**src/rtl/scan_counter_2d.sv**
```systemverilog
// Raster-order 2-D stride counter producing (x,y) window origins over a valid/ready stream.
// Optional frame counter enabled by defining SCAN_FRAME_CNT_EN.
module scan_counter_2d #(
  parameter int DATA_WIDTH      = 8,
  parameter int FRAME_CNT_WIDTH = 16
) (
  input  logic                  clk,
  input  logic                  reset,
  input  logic                  start,
  input  logic [DATA_WIDTH-1:0] x_max,
  input  logic [DATA_WIDTH-1:0] y_max,
  input  logic [DATA_WIDTH-1:0] step,
  input  logic                  coord_ready,
  output logic                  coord_valid,
  output logic [DATA_WIDTH-1:0] x_out,
  output logic [DATA_WIDTH-1:0] y_out,
  output logic                  last_col,
  output logic                  last_row,
  output logic                  busy,
  output logic                  done
`ifdef SCAN_FRAME_CNT_EN
  ,
  output logic [FRAME_CNT_WIDTH-1:0] frame_cnt
`endif
);

  typedef enum logic [1:0] {S_IDLE, S_SCAN, S_DONE} state_t;

  state_t                state;
  logic [DATA_WIDTH-1:0] xm_q;
  logic [DATA_WIDTH-1:0] ym_q;
  logic [DATA_WIDTH-1:0] step_q;
  logic [DATA_WIDTH:0]   x_sum;
  logic [DATA_WIDTH:0]   y_sum;
  logic                  in_scan;

  // One extra bit so a stride past the top of the range compares as "beyond bound" instead of wrapping.
  assign x_sum   = {1'b0, x_out} + {1'b0, step_q};
  assign y_sum   = {1'b0, y_out} + {1'b0, step_q};
  assign in_scan = (state == S_SCAN);

  assign last_col = in_scan && (x_sum > {1'b0, xm_q});
  assign last_row = in_scan && (y_sum > {1'b0, ym_q});

  always_ff @(posedge clk) begin
    if (reset) begin
      state       <= S_IDLE;
      xm_q        <= '0;
      ym_q        <= '0;
      step_q      <= '0;
      x_out       <= '0;
      y_out       <= '0;
      coord_valid <= 1'b0;
      busy        <= 1'b0;
      done        <= 1'b0;
`ifdef SCAN_FRAME_CNT_EN
      frame_cnt   <= '0;
`endif
    end else begin
      case (state)
        S_IDLE: begin
          done <= 1'b0;
          if (start) begin
            xm_q        <= x_max;
            ym_q        <= y_max;
            step_q      <= (step == '0) ? DATA_WIDTH'(1) : step;
            x_out       <= '0;
            y_out       <= '0;
            coord_valid <= 1'b1;
            busy        <= 1'b1;
            state       <= S_SCAN;
          end
        end
        S_SCAN: begin
          if (coord_ready) begin
            if (!last_col) begin
              x_out <= x_sum[DATA_WIDTH-1:0];
            end else begin
              x_out <= '0;
              if (!last_row) begin
                y_out <= y_sum[DATA_WIDTH-1:0];
              end else begin
                y_out       <= '0;
                coord_valid <= 1'b0;
                busy        <= 1'b0;
                done        <= 1'b1;
                state       <= S_DONE;
`ifdef SCAN_FRAME_CNT_EN
                frame_cnt   <= frame_cnt + FRAME_CNT_WIDTH'(1);
`endif
              end
            end
          end
        end
        S_DONE: begin
          done  <= 1'b0;
          x_out <= '0;
          y_out <= '0;
          state <= S_IDLE;
        end
        default: begin
          state       <= S_IDLE;
          coord_valid <= 1'b0;
          busy        <= 1'b0;
          done        <= 1'b0;
        end
      endcase
    end
  end

endmodule

```
**config.mk**
```make
export PLATFORM = sky130hd
export DESIGN_NAME = scan_counter_2d
export DESIGN_NICKNAME = d
export VERILOG_FILES = /design/src/rtl/scan_counter_2d.sv
export SDC_FILE = /design/constraint.sdc
export NUM_CORES = 1
export LEC_CHECK = 0
export ABC_AREA = 0
export BUFFER_PORTS_ARGS = -buffer_cell sky130_fd_sc_hd__buf_2
export CAP_MARGIN = 20
export CELL_PAD_IN_SITES_DETAIL_PLACEMENT = 0
export CELL_PAD_IN_SITES_GLOBAL_PLACEMENT = 1
export CORE_ASPECT_RATIO = 2
export CORE_MARGIN = 1.5
export CORE_UTILIZATION = 35
export CTS_BUF_LIST = sky130_fd_sc_hd__clkbuf_4
export DETAILED_ROUTE_END_ITERATION = 6
export PLACE_DENSITY = 0.69
export SLEW_MARGIN = 20
export SYNTH_ARGS = -nofsm -noshare
export SYNTH_HDL_FRONTEND = slang
export SYNTH_SLANG_ARGS = --single-unit
export TNS_END_PERCENT = 30
```
**constraint.sdc**
```tcl
create_clock -name clk -period 9.2 [get_ports clk]
set_input_delay 0.46 -clock clk [delete_from_list [all_inputs] [get_ports clk]]
set_output_delay 0.46 -clock clk [all_outputs]
set_load 0.005 [all_outputs]
```
# Yosys cells after proc, flatten, opt, wreduce, memory -nomap -nowiden
# Index checks and enable logic that the tools add are counted.
[word_totals]
regBits = 44
[classes]
addsub = 2
order_cmp = 2
eq_ne = 6
muxes = 19
bitwise = 2
reduce_logical = 12
[op_table]
columns = ["cell", "count"]
rows = [
  ["8-bit 2-to-1 mux", 7],
  ["8-bit case mux with 3 select lines", 2],
  ["8-bit by 8-bit adder with 9-bit output", 2],
  ["9-bit by 8-bit greater-than comparator with 1-bit output", 2],
  ["8-bit logical NOT", 1],
  ["2-bit 2-to-1 mux", 4],
  ["2-bit != test (second input constant)", 4],
  ["4-bit AND reduction", 2],
  ["3-bit AND reduction", 2],
  ["5-bit AND reduction", 1],
  ["1-bit 2-to-1 mux", 4],
  ["2-bit case mux with 2 select lines", 1],
  ["1-bit case mux with 3 select lines", 1],
  ["3-bit nonzero test", 1],
  ["2-bit by 1-bit == test with 1-bit output (second input constant)", 1],
  ["2-bit == test (second input constant)", 1],
  ["1-bit logical AND", 2],
  ["2-bit logical NOT", 1],
  ["1-bit inverter", 2],
  ["2-bit AND reduction", 1],
  ["2-bit OR reduction", 1],
]

# Logic depth before layout (Yosys ltp)
[logic_depth]
depth_word = 7
depth_mapped = 14
ltp_nobuf = 13

# Worst setup path after synthesis
# Ideal clock, no wire load.
[synth_timing]
path_type = "register to output"
start = "reg x_out[0]"
end = "out last_col"
arrival_ps = 2947
required_ps = 8740
slack_ps = 5793
path_stages_with_launch = 12
cell_sequence = "dfxtp_1 > ha_1 > fa_1 > a21o_1 > a21oi_1 > xnor2_1 > ha_1 > and4_2 > a221o_1 > a221o_1 > a21o_1 > and2_2"
[synth_via]
elab_chain_cells = 3
[synth_rtl]
columns = ["item", "line_no", "rtl"]
rows = [
  ["start, declared", "15", "output logic [DATA_WIDTH-1:0] x_out,"],
  ["start signal, assigned", "77", "x_out <= x_sum[DATA_WIDTH-1:0];"],
  ["8-bit by 8-bit adder with 9-bit output", "38", "assign x_sum = {1'b0, x_out} + {1'b0, step_q};"],
  ["9-bit by 8-bit greater-than comparator with 1-bit output", "42", "assign last_col = in_scan && (x_sum > {1'b0, xm_q});"],
  ["1-bit logical AND", "42", ""],
  ["end, declared", "17", "output logic last_col,"],
]
# Every way passes these cells.

# Final worst setup path
# Same ends and word-level chain as after synthesis.

==> reports/qor.csv <==
metric,value,unit
cts_resized,0,
path_cells,ha_1 -> fa_1 -> a21o_1 -> a21oi_1 -> xnor2_1 -> ha_1 -> and4_2 -> a221o_1 -> a221o_1 -> a21o_1 -> and2_2 -> buf_2,
h-tree-depth,2,
hold_path_class,primary input to flop,
drt-initial-drc-count,68,
relSlewSlack,37.3,%
vias,2344,
layout.nets,424,
fin_skew,0.0133,ns
cts_tree,done,
slowest_stage,fa_1,
hold_depth,3,
cts_setup_buffers,0,
finalMaxSlewViolations,0,
final_antenna_net_count,0,
required,8.74,ns
gr-usage-all-layers,18.9,%
clk_pin_slew_worst_paths,0.14,ns
grt_start_max_net_pins,36,
row_count,44,
ys.flop_type,dfxtp_1,
die_area,0.00806,sq mm
place_congestion,0.990,
ys_seq_elements,44,
cp_max_fo,3,
syn_area,0.00263,sq mm
cap_violations,0,
yosysUniqueCellTypes,41,
outcome,"complete, no violations",
synthTopCellsByArea,"dfxtp_1 34%, ha_1 15%, nand2_1 9.6%, a21oi_1 6.7%, mux2i_1 3.1%",
ctsHoldBuffers,0,
ir_worst_vdd,79.5,uV
hp-start,y_max[4],
grt_setup_unrepaired,no,
routedWlPerCell,15.7,microns
dpl_worst_slack,5.52,ns
start_kind,flop,
r2r_end,x_out[5],
yosys.area_share.adder,16.8,%
setup_violations,0,
top_layer_used,met4,
drc,0,
fillerInstances,810,
synthCells,319,
vias_per_cell,5.15,
fmax,242,MHz
core,0.00727,sq mm
dr_wl_met3,227,microns
regToRegSetupSlack,5.48,ns
synth_top_family_by_area,compound AO/OA/AOI/OAI gates,
worstPathArrival,3.66,ns
power.density,150,mW/mm^2
synth_area_per_cell,8.23,sq um
grt_pass1_wl,11.4,mm
muxShareOfSynthArea,3.05,%
synth-edff-count,0,
synth-seq-area-share,33.6,%
final_core_util,41.0,%
cts-root-buf,clkbuf_4,
die_w,64.2,microns
dpl-instance-area,0.00293,sq mm
setup_tns,0,ns
hpwl,5.68,mm
ys_warn_count,0,
final_area,0.00298,sq mm
worstSetupPathType,flop to primary output,
synth_top_cell_by_area,dfxtp_1,
grt_overflow,0,
clock-sinks,44,
synth-async-reset-ratio,0,%
synthXorXnorAreaFrac,3.67,%
final_common_cell,nand2_1,
cts_made_buffers,5,
routed_wirelength,7.15,mm
tightest_slew,0.941,ns
whs_endpoint,ym_q[4],
initial_core_util,36.1,%
hold_viol,0,
min_period,4.12,ns
insertedDiodeCount,0,
leakage,1.39,nW
ff2ff_path_depth,12,
area_delta_synth_final,13.6,%
antenna_found_initial,0,
synth_top_cell_area_share,33.6,%
syn-num-nets,381,
wl_met1,2.53,mm
cpPeakStageDelay,0.42,ns
cts_buffer_depth,2,
insertion_delay,0.38,ns
ios,49,
rr_startpoint,x_out[0],
worst_slack,5.08,ns
drive_gt1_share,17.4,%
wl_met2,4.18,mm
io_buffers,48,
die_h,125,microns
first_pass_iters,4,
period_share,44.8,%
synth_compound_area_share,20.5,%
synthSimpleGateAreaFrac,17.6,%
setup.worst_path.end_class,primary output,
grt_pass1_vias,2348,
final_cell_mix,"67 x nand2_1, 48 x buf_2, 44 x dfxtp_1, 35 x a21oi_1, 32 x ha_1",
## per-stage QoR
step	cells	power [mW]	hold slack [ns]
5_1_grt	455	0.482	0.286
3_5_place_dp	447	0.360	0.448
3_3_place_gp	447	0.359	0.442
2_1_floorplan	319	0.317	0.436
6_report	455	0.449	0.297
4_1_cts	455	0.457	0.282
## critical path, delay by kind of cell (launching register included)
family | cells | cell delay (ns)
flops | 1 | 0.35
simple gates | 2 | 0.37
xor+xnor | 1 | 0.19
fa+ha+maj | 3 | 0.92
buf+inv | 1 | 0.12
compound gates | 5 | 1.32
## cell type report
type                       count  area, sq um  area share [%]
timing repair buffer          48          240            8.05
clock buffer                   5         37.5            1.26
tap                           92          115            3.86
sequential                    44          881            29.5
clock inverter                 3         13.8           0.461
inverter                      21         78.8            2.64
multi-input combinational    242         1620            54.2
## per-layer routing
metal  GRT usage (%)  up-vias
li1                -     1202
met1            17.9     1088
met2            37.1       42
met3            3.60       12
met4            8.64        0
met5               0        -
## report_power, final
part           switching, mW  internal, mW  leakage (nW)
sequential           0.00991         0.204         0.359
clock                 0.0669        0.0281        0.0324
combinational         0.0820        0.0583          1.00
total                  0.159         0.290          1.39
## how the worst max path moves through the flow
stage / from / end / slack [ns] / cells past startpoint
after floorplan: x_out[0] / last_col / 5.79 / 11
after global placement: x_out[0] / last_col / 5.57 / 12
after detailed placement: x_out[0] / last_col / 5.52 / 12
after CTS: x_out[0] / last_col / 5.06 / 12
after global routing: x_out[0] / last_col / 4.95 / 12
final: x_out[0] / last_col / 5.08 / 12
## cells in the mapped netlist, drive strengths merged, types with 2 or more instances
cell and number:
xor2 4, nand3 3, o21a 3, nand2 67
o21ai 8, a22oi 8, o21bai 5, a221o 2
a21oi 35, nand4 2, buf 2, nor2 19
nor3 3, ha 32, a21o 5, mux2i 8
and3 2, nand3b 3, clkbuf 10, inv 21
and2 4, fa 2, dfxtp 44, a211oi 6
xnor2 7, o22ai 3
## cells by family (layout without fill, tap and decap cells)
logic type	Yosys count	count (layout)
buf+inv	33	77
fa+ha+maj	34	34
mux	8	8
xor+xnor	11	11
simple gates	107	107
flops	44	44
compound gates	82	82
## sequential cells by signal, indices dropped and copies added, names as in the netlist
register	flops
xm_q	8
state	2
x_out	8
step_q	8
busy	1
ym_q	8
done	1
y_out	8
(Power assumes the default switching activity.)
